<file path="src/rtl/exe_alu_status.sv">
// ---------------------------------------------------------------------------
// exe_alu_status
//
// Execute-stage ALU with the architectural NZCV status register. It takes
// val1 (Rn) and val2 (the already shifted/rotated operand) and checks the
// instruction condition against the current flags. It then registers the
// result and the pipeline controls into the EXE/MEM boundary.
//
// Ports
//   clk, rst_n         rising-edge clock, asynchronous active-low reset
//   in_valid           an instruction is present at the EXE input
//   exe_cmd            operation select (MOV/MVN/ADD/ADC/SUB/SBC/AND/ORR/EOR)
//   cond               ARM condition field
//   s_bit              update NZCV when the instruction executes
//   val1, val2         ALU operands
//   wb_en_in, mem_r_en_in, mem_w_en_in, dest_in, val_rd_in
//                      controls and store data carried to the next stage
//   stall              downstream stall, every register holds
//   flush              discard the current input, overrides stall
//   out_valid, alu_result, wb_en, mem_r_en, mem_w_en, dest, val_rd
//                      registered EXE/MEM boundary
//   status             NZCV register, bit3=N bit2=Z bit1=C bit0=V
// ---------------------------------------------------------------------------
module exe_alu_status #(
   parameter int WORD_WIDTH     = 32,
   parameter int CMD_WIDTH      = 4,
   parameter int REG_ADDR_WIDTH = 4
) (
   input  logic                      clk,
   input  logic                      rst_n,
   input  logic                      in_valid,
   input  logic [CMD_WIDTH-1:0]      exe_cmd,
   input  logic [3:0]                cond,
   input  logic                      s_bit,
   input  logic [WORD_WIDTH-1:0]     val1,
   input  logic [WORD_WIDTH-1:0]     val2,
   input  logic                      wb_en_in,
   input  logic                      mem_r_en_in,
   input  logic                      mem_w_en_in,
   input  logic [REG_ADDR_WIDTH-1:0] dest_in,
   input  logic [WORD_WIDTH-1:0]     val_rd_in,
   input  logic                      stall,
   input  logic                      flush,
   output logic                      out_valid,
   output logic [WORD_WIDTH-1:0]     alu_result,
   output logic                      wb_en,
   output logic                      mem_r_en,
   output logic                      mem_w_en,
   output logic [REG_ADDR_WIDTH-1:0] dest,
   output logic [WORD_WIDTH-1:0]     val_rd,
   output logic [3:0]                status
);

   localparam logic [CMD_WIDTH-1:0] CMD_MOV = CMD_WIDTH'(1);
   localparam logic [CMD_WIDTH-1:0] CMD_ADD = CMD_WIDTH'(2);
   localparam logic [CMD_WIDTH-1:0] CMD_ADC = CMD_WIDTH'(3);
   localparam logic [CMD_WIDTH-1:0] CMD_SUB = CMD_WIDTH'(4);
   localparam logic [CMD_WIDTH-1:0] CMD_SBC = CMD_WIDTH'(5);
   localparam logic [CMD_WIDTH-1:0] CMD_AND = CMD_WIDTH'(6);
   localparam logic [CMD_WIDTH-1:0] CMD_ORR = CMD_WIDTH'(7);
   localparam logic [CMD_WIDTH-1:0] CMD_EOR = CMD_WIDTH'(8);
   localparam logic [CMD_WIDTH-1:0] CMD_MVN = CMD_WIDTH'(9);

   localparam int MSB = WORD_WIDTH - 1;

   logic                      r_outValid;
   logic [WORD_WIDTH-1:0]     r_aluResult;
   logic                      r_wbEn;
   logic                      r_memREn;
   logic                      r_memWEn;
   logic [REG_ADDR_WIDTH-1:0] r_dest;
   logic [WORD_WIDTH-1:0]     r_valRd;
   logic [3:0]                r_status;

   logic                      w_flagN;
   logic                      w_flagZ;
   logic                      w_flagC;
   logic                      w_flagV;
   logic                      w_condPass;
   logic [WORD_WIDTH:0]       w_addSum;
   logic [WORD_WIDTH:0]       w_subDiff;
   logic [WORD_WIDTH-1:0]     w_result;
   logic                      w_newC;
   logic                      w_newV;
   logic                      w_cmdValid;

   assign {w_flagN, w_flagZ, w_flagC, w_flagV} = r_status;

   // The condition is judged on the flags as they stand before this edge.
   // Any flags the instruction itself produces are not visible to it.
   always_comb begin
      w_condPass = 1'b0;
      case (cond)
         4'b0000: w_condPass = w_flagZ;
         4'b0001: w_condPass = !w_flagZ;
         4'b0010: w_condPass = w_flagC;
         4'b0011: w_condPass = !w_flagC;
         4'b0100: w_condPass = w_flagN;
         4'b0101: w_condPass = !w_flagN;
         4'b0110: w_condPass = w_flagV;
         4'b0111: w_condPass = !w_flagV;
         4'b1000: w_condPass = w_flagC && !w_flagZ;
         4'b1001: w_condPass = !w_flagC || w_flagZ;
         4'b1010: w_condPass = (w_flagN == w_flagV);
         4'b1011: w_condPass = (w_flagN != w_flagV);
         4'b1100: w_condPass = !w_flagZ && (w_flagN == w_flagV);
         4'b1101: w_condPass = w_flagZ || (w_flagN != w_flagV);
         4'b1110: w_condPass = 1'b1;
         default: w_condPass = 1'b0;
      endcase
   end

   // Both adders are one bit wider than the datapath so the top bit is the
   // carry out. For subtraction that top bit is a borrow, so ARM's C is its
   // inverse. SBC subtracts an extra one when C is clear.
   assign w_addSum  = {1'b0, val1} + {1'b0, val2}
                    + {{WORD_WIDTH{1'b0}}, (exe_cmd == CMD_ADC) & w_flagC};
   assign w_subDiff = {1'b0, val1} - {1'b0, val2}
                    - {{WORD_WIDTH{1'b0}}, (exe_cmd == CMD_SBC) & ~w_flagC};

   // Result and C/V per command. C and V default to their current values,
   // which is what the logical and move operations need. An unknown command
   // gives zero and is flagged so that status is left alone.
   always_comb begin
      w_result   = '0;
      w_newC     = w_flagC;
      w_newV     = w_flagV;
      w_cmdValid = 1'b1;
      case (exe_cmd)
         CMD_MOV: w_result = val2;
         CMD_MVN: w_result = ~val2;
         CMD_ADD, CMD_ADC: begin
            w_result = w_addSum[MSB:0];
            w_newC   = w_addSum[WORD_WIDTH];
            w_newV   = (val1[MSB] == val2[MSB]) && (w_addSum[MSB] != val1[MSB]);
         end
         CMD_SUB, CMD_SBC: begin
            w_result = w_subDiff[MSB:0];
            w_newC   = ~w_subDiff[WORD_WIDTH];
            w_newV   = (val1[MSB] != val2[MSB]) && (w_subDiff[MSB] != val1[MSB]);
         end
         CMD_AND: w_result = val1 & val2;
         CMD_ORR: w_result = val1 | val2;
         CMD_EOR: w_result = val1 ^ val2;
         default: w_cmdValid = 1'b0;
      endcase
   end

   // EXE/MEM boundary and status register.
   // A stall without flush freezes everything. Flush and an empty slot both
   // produce a bubble with the controls cleared. A failed condition still
   // moves the instruction along, but with its side effects annulled.
   // Status is written only by an executing instruction with S set, and the
   // new value is visible to the very next instruction.
   always_ff @(posedge clk or negedge rst_n) begin
      if (!rst_n) begin
         r_outValid  <= 1'b0;
         r_aluResult <= '0;
         r_wbEn      <= 1'b0;
         r_memREn    <= 1'b0;
         r_memWEn    <= 1'b0;
         r_dest      <= '0;
         r_valRd     <= '0;
         r_status    <= 4'b0000;
      end else if (!stall || flush) begin
         if (flush || !in_valid) begin
            r_outValid <= 1'b0;
            r_wbEn     <= 1'b0;
            r_memREn   <= 1'b0;
            r_memWEn   <= 1'b0;
         end else begin
            r_outValid  <= 1'b1;
            r_aluResult <= w_result;
            r_dest      <= dest_in;
            r_valRd     <= val_rd_in;
            r_wbEn      <= w_condPass & wb_en_in;
            r_memREn    <= w_condPass & mem_r_en_in;
            r_memWEn    <= w_condPass & mem_w_en_in;
            if (w_condPass && s_bit && w_cmdValid) begin
               r_status <= {w_result[MSB], (w_result == '0), w_newC, w_newV};
            end
         end
      end
   end

   assign out_valid  = r_outValid;
   assign alu_result = r_aluResult;
   assign wb_en      = r_wbEn;
   assign mem_r_en   = r_memREn;
   assign mem_w_en   = r_memWEn;
   assign dest       = r_dest;
   assign val_rd     = r_valRd;
   assign status     = r_status;

endmodule

</file>
<file path="config.mk">
export PLATFORM = sky130hd
export DESIGN_NAME = exe_alu_status
export DESIGN_NICKNAME = d
export VERILOG_FILES = /design/src/rtl/exe_alu_status.sv
export SDC_FILE = /design/constraint.sdc
export NUM_CORES = 1
export LEC_CHECK = 0
export ABC_AREA = 1
export CAP_MARGIN = 20
export CORE_MARGIN = 4
export CORE_UTILIZATION = 25
export CTS_CLUSTER_SIZE = 8
export DETAILED_ROUTE_END_ITERATION = 12
export PLACE_DENSITY = 0.45
export SKIP_LAST_GASP = 1
export SYNTH_ARGS = -nofsm -noshare
export SYNTH_HDL_FRONTEND = slang
export SYNTH_SLANG_ARGS = --single-unit
</file>
<file path="constraint.sdc">
create_clock -name clk -period 4.3 [get_ports clk]
set_clock_uncertainty 0.15 [all_clocks]
set_input_delay 0.645 -clock clk [delete_from_list [all_inputs] [get_ports clk]]
set_output_delay 0.645 -clock clk [all_outputs]
set_load 0.01 [all_outputs]
</file>
### After elaboration in Yosys (flattened, before gate mapping)

Cells that the tools add are included.

| storage, ports and cells | value |
|---|---|
| register bits after elaboration | 76 |
| logic and storage cells | 88 |

| operators by class | value |
|---|---|
| reductions and logical operators | 25 |
| bitwise operators | 12 |
| $add $sub $neg | 4 |
| eq/ne operators | 29 |
| muxes and demuxes | 9 |

Operators with widths:

| kind | count |
|---|---|
| $pmux W32 S7 | 1 |
| $eq A4 B4 Y1 const B | 9 |
| $add A32 B32 Y33 | 1 |
| $add A33 B1 Y33 | 1 |
| $sub A32 B32 Y33 | 1 |
| $sub A33 B1 Y33 | 1 |
| $and A32 B32 Y32 | 1 |
| $eq A4 B3 Y1 const B | 8 |
| $logic_not A32 Y1 | 1 |
| $not A32 Y32 | 1 |
| $or A32 B32 Y32 | 1 |
| $xor A32 B32 Y32 | 1 |
| $eq A4 B2 Y1 const B | 4 |
| $pmux W1 S15 | 1 |
| $reduce_or A9 Y1 | 1 |
| $eq A4 B1 Y1 const B | 2 |
| $logic_and A1 B1 Y1 | 6 |
| $logic_not A1 Y1 | 6 |
| $and A1 B1 Y1 | 5 |
| $mux W1 | 5 |
| $logic_not A4 Y1 | 1 |
| $logic_or A1 B1 Y1 | 4 |
| $ne A1 B1 Y1 | 4 |
| $pmux W1 S2 | 2 |
| other kinds (7) | 11 |

### Logic depth before layout (Yosys ltp)

| logic depth | value |
|---|---|
| depth after elaboration | 6 |
| depth in mapped cells | 28 |
| depth with buffers taken out | 28 |

### Least setup slack after synthesis

OpenSTA, ideal clock, no wires.

| path | value |
|---|---|
| path kind | input port to flip-flop |
| start | input port exe_cmd[2] |
| end | register r_status[2] (netlist: status[2]) |
| library setup time | 0.065 ns |
| arrival time | 3.498 ns |
| stages on the path | 28 |
| setup slack | 0.587 ns |
| cells stage by stage | inv_1 > nor2_1 > inv_1 > nor3_1 > fa_1 > inv_1 > ha_1 > inv_1 > nand2_1 > inv_1 > fa_1 > nand2_1 > nand2_1 > nand2_2 > nand2_1 > nand2_1 > nand2_1 > nand2_1 > nand2_1 > nand2_1 > nand2_1 > nand3_1 > nand3_1 > nor2_1 > nand2_1 > nor2_1 > nand4_1 > nand2_1 |

| on the way | value |
|---|---|
| longest elaborated chain between the ends | 5 |
| elaborated cells on any way between the ends | 21 |

Ends and longest elaborated chain:

| item | line | source |
|---|---|---|
| start: declaration | 32 | `input logic [CMD_WIDTH-1:0] exe_cmd,` |
| $eq A4 B3 Y1, or another cell as far along | 119, 129 |  |
| $and A1 B1 Y1, or another cell as far along | 119 | `- {{WORD_WIDTH{1'b0}}, (exe_cmd == CMD_SBC) & ~w_flagC};` |
| $sub A33 B1 Y33, or another cell as far along | 119 |  |
| $pmux W32 S7 / $logic_and A1 B1 Y1 (equally long branches) | 129, 179 |  |
| $logic_not A32 Y1 / $reduce_and A3 Y1 (equally long branches) | n/a |  |
| end signal: assignment | 180 | `r_status <= {w_result[MSB], (w_result == '0), w_newC, w_newV};` |
| end: declaration | 73 | `logic [3:0] r_status;` |

Several ways; a longest one is shown, not always the timed one.
A chain may end at the register's enable or synchronous reset.

### Worst setup path in the final report

| path | value |
|---|---|
| start | input port exe_cmd[3] |
| end | register r_status[2] (netlist: status[2]) |

The elaborated chain is that of the path after synthesis.

==> out/qor.yml <==
clock-root-buffer: "clkbuf_16"
grt_use_met3: 0.0215
num_antenna_cells: 0
clock-sinks: 76
fin_nets: 2410
cp_max_fo: 4
fin_crit_sh: 0.921
fin_area_um2: 14300
wl_per_cell_um: 16.6
period_minus_slack_ns: 3.96
synthTopCellsByArea: "nand2_1, dfrtp_1, ha_1"
grt_pass1_wl_mm: 69.6
setup_viol: 0
syn_area_per_cell_um2: 5.63
dp_hpwl_mm: 38.0
async_reset_ff_frac: 1.00
gp_congestion: 0.955
ir_drop_uv: 168
met2_usage: 0.329
io_buffers: 192
antenna_found_initial: 0
worst_path_max_delay_cell: "clkdlybuf4s50_1"
ys_warn_count: 0
drt_pre_antenna_iters: 5
synth_edf_count: 0
ant_nets: 0
syn_to_final_growth_pct: 31.9
drc: 0
ios: 193
cts_tree: "built"
slew_viol_final: 0
crit_start: "exe_cmd[3]"
synth_cell_types: 43
rsz0062_at_grt: "no"
hold_class: "input port to asynchronous set/reset pin"
fmax_mhz: 253
start_util: 0.256
arrival_ns: 4.08
vias_per_cell: 4.54
crit_path_end_kind: "register"
vias: 12500
p_per_area_nw_per_um2: 262
met1_usage: 0.253
r2r-start: "status[1]"
drtIter0Drc: 981
path_delay_family: "simple AND/OR/NAND/NOR gates"
netlist_area_um2: 10800
drive_gt1_frac: 0.0618
r2r_slack_ns: 0.71
coreArea_um2: 42300
fillers: 4851
fin_util: 0.337
track_usage: 0.189
slew-limit-headroom: 0.358
cellLeakagePower_nw: 8.11
clk_pin_slew_ns: 0.06
cts_buffers: 9
path_buf_inv: 6
outcome: "completed"
synth_top_area_frac: 0.269
synth_nets: 2169
drt-total-wl_mm: 45.5
dpl.cell_count: 2727
cp.required_ns: 4.42
syn_inst: 1922
worstSkewPairLatency_ns: 0.33
grt_max_degree: 77
cap_violations: 0
rows: 75
critical_path.most_common_cell: "nand2_1"
synthFlopType: "dfrtp_1"
ys_seq_area_frac: 0.176
htreeDepth: 3
die_h_um: 216
max_stage_delay_ns: 0.44
cts_buffer_depth: 2
hold_viol_final: 0
ys_ff_latch: 76
stdcell_count: 2744
gr-total-overflow: 0
start_kind: "input port"
grt_busiest_layer: "met2"
die_area_um2: 46700
postPlaceCellArea_um2: 13800
synth_largest_area_cell: "nand2_1"
crit_type: "input port to register"
die_width_um: 216
worstMarginPinSlew_ns: 0.963
grt_pass1_vias: 11800
==> state kept, by name, summed over array words and instances, names as in the netlist <==
name        flops
alu_result     32
dest            4
mem_r_en        1
mem_w_en        1
out_valid       1
status          4
val_rd         32
wb_en           1
==> cell families after synthesis <==
family / count (synthesis) / synth area share
buf+inv: 431 / 0.155
xor+xnor: 3 / 0.00243
flops: 76 / 0.176
simple gates: 1140 / 0.434
compound gates: 142 / 0.0789
fa+ha+maj: 130 / 0.153
==> per-layer routing <==
layer	vias to the layer above	part of all wire
met1	5693	0.45
li1	6392	-
met2	331	0.48
met5	-	0
met4	0	0.019
met3	37	0.050
==> stage by stage <==
stage | hold WS (ns) | TNS, ns | setup slack [ns] | total power [mW]
finish | 0.0668 | 0 | 0.340 | 3.73
global route | 0.0841 | 0 | 0.0517 | 4.02
CTS | 0.330 | 0 | 0.0629 | 3.76
detailed placement | 0.314 | -1.06 | -0.344 | 2.78
global placement | 0.312 | -0.541 | -0.236 | 2.78
floorplan | 0.199 | 0 | 0.587 | 1.92
==> power breakdown <==
| part | internal (mW) | total [mW] | switching, mW |
|---|---|---|---|
| combinational | 0.781 | 1.89 | 1.11 |
| sequential | 0.828 | 0.898 | 0.0698 |
| clock | 0.654 | 0.949 | 0.294 |
| total | 2.26 | 3.73 | 1.47 |
==> worst register-to-register path: stages (launching register included) <==
cell	delay [ns]
dfrtp_1	0.51
buf_4	0.23
nand3_1	0.10
fa_1	0.44
fa_1	0.42
inv_1	0.10
nand2_1	0.08
o21ai_2	0.27
nand2_1	0.12
nand2_1	0.16
nand2_1	0.10
nand2_1	0.08
nand2_1	0.05
nand3_1	0.12
nand3_1	0.11
nor2_1	0.12
nand2_1	0.07
nor2_2	0.12
nand4_1	0.10
nand2_1	0.07
==> final timing paths <==
path                               to  depth (start not counted)
max                         status[2]                         26
max reg2reg                 status[2]                         19
min                        val_rd[30]                          1
min reg2reg                   dest[3]                          2
max in group asynchronous  val_rd[13]                          2
min in group clk              dest[3]                          2
==> cells in the mapped netlist, types with 4 or more instances <==
cell type,count
inv_1,389
clkbuf_1,13
nor3_1,15
a211oi_1,15
nand3b_1,10
nor2_1,126
nor2_2,7
nand3_1,159
buf_6,5
fa_1,4
dfrtp_1,76
a21oi_1,42
o21ai_0,20
inv_2,6
o21ai_1,5
ha_1,126
nand2_2,4
nand4_1,31
buf_2,13
o211ai_1,5
o22ai_1,45
nand2_1,774
==> layout by cell type (no fill, tap or decap), types with 2 or more instances in the layout <==
cell type / synthesis / routed
a21oi_1: 42 / 42
nand2_2: 4 / 10
ha_1: 126 / 126
inv_2: 6 / 8
clkbuf_8: 0 / 2
nor2_2: 7 / 9
buf_4: 2 / 73
nor3_1: 15 / 14
and2_1: 3 / 3
o211ai_1: 5 / 5
nand2_4: 3 / 5
o221ai_1: 2 / 2
o21ai_1: 5 / 5
a211oi_1: 15 / 15
fa_1: 4 / 3
bufinv_16: 0 / 4
dfrtp_1: 76 / 76
inv_1: 389 / 388
nand4_1: 31 / 31
nand2_1: 774 / 766
clkbuf_16: 0 / 9
or2_2: 3 / 3
nand3b_1: 10 / 10
nor3_2: 1 / 2
o22ai_1: 45 / 45
clkdlybuf4s50_1: 0 / 190
nand3_2: 0 / 4
xor2_1: 2 / 2
or2_1: 2 / 2
o21ai_0: 20 / 20
nand3_1: 159 / 155
nor2_1: 126 / 124
==> final cells by class <==
cell class	count	area, um2	share of cell area
clock buffer	11	253	0.0177
clock inverter	4	120	0.00842
inverter	396	1490	0.104
multi-input combinational	1415	7300	0.511
sequential	76	1900	0.133
tap	577	722	0.0506
timing repair buffer	265	2490	0.174
==> what timing repair did <==
| action | in CTS | in global routing |
|---|---|---|
| gates resized for setup | 1 | 18 |
| setup buffers | 0 | 1 |
| pin swaps | 0 | 13 |
| setup endpoints to repair | 2 | 3 |
| hold buffers | 0 | 0 |
Note: power is estimated with default switching activity, not from simulation.
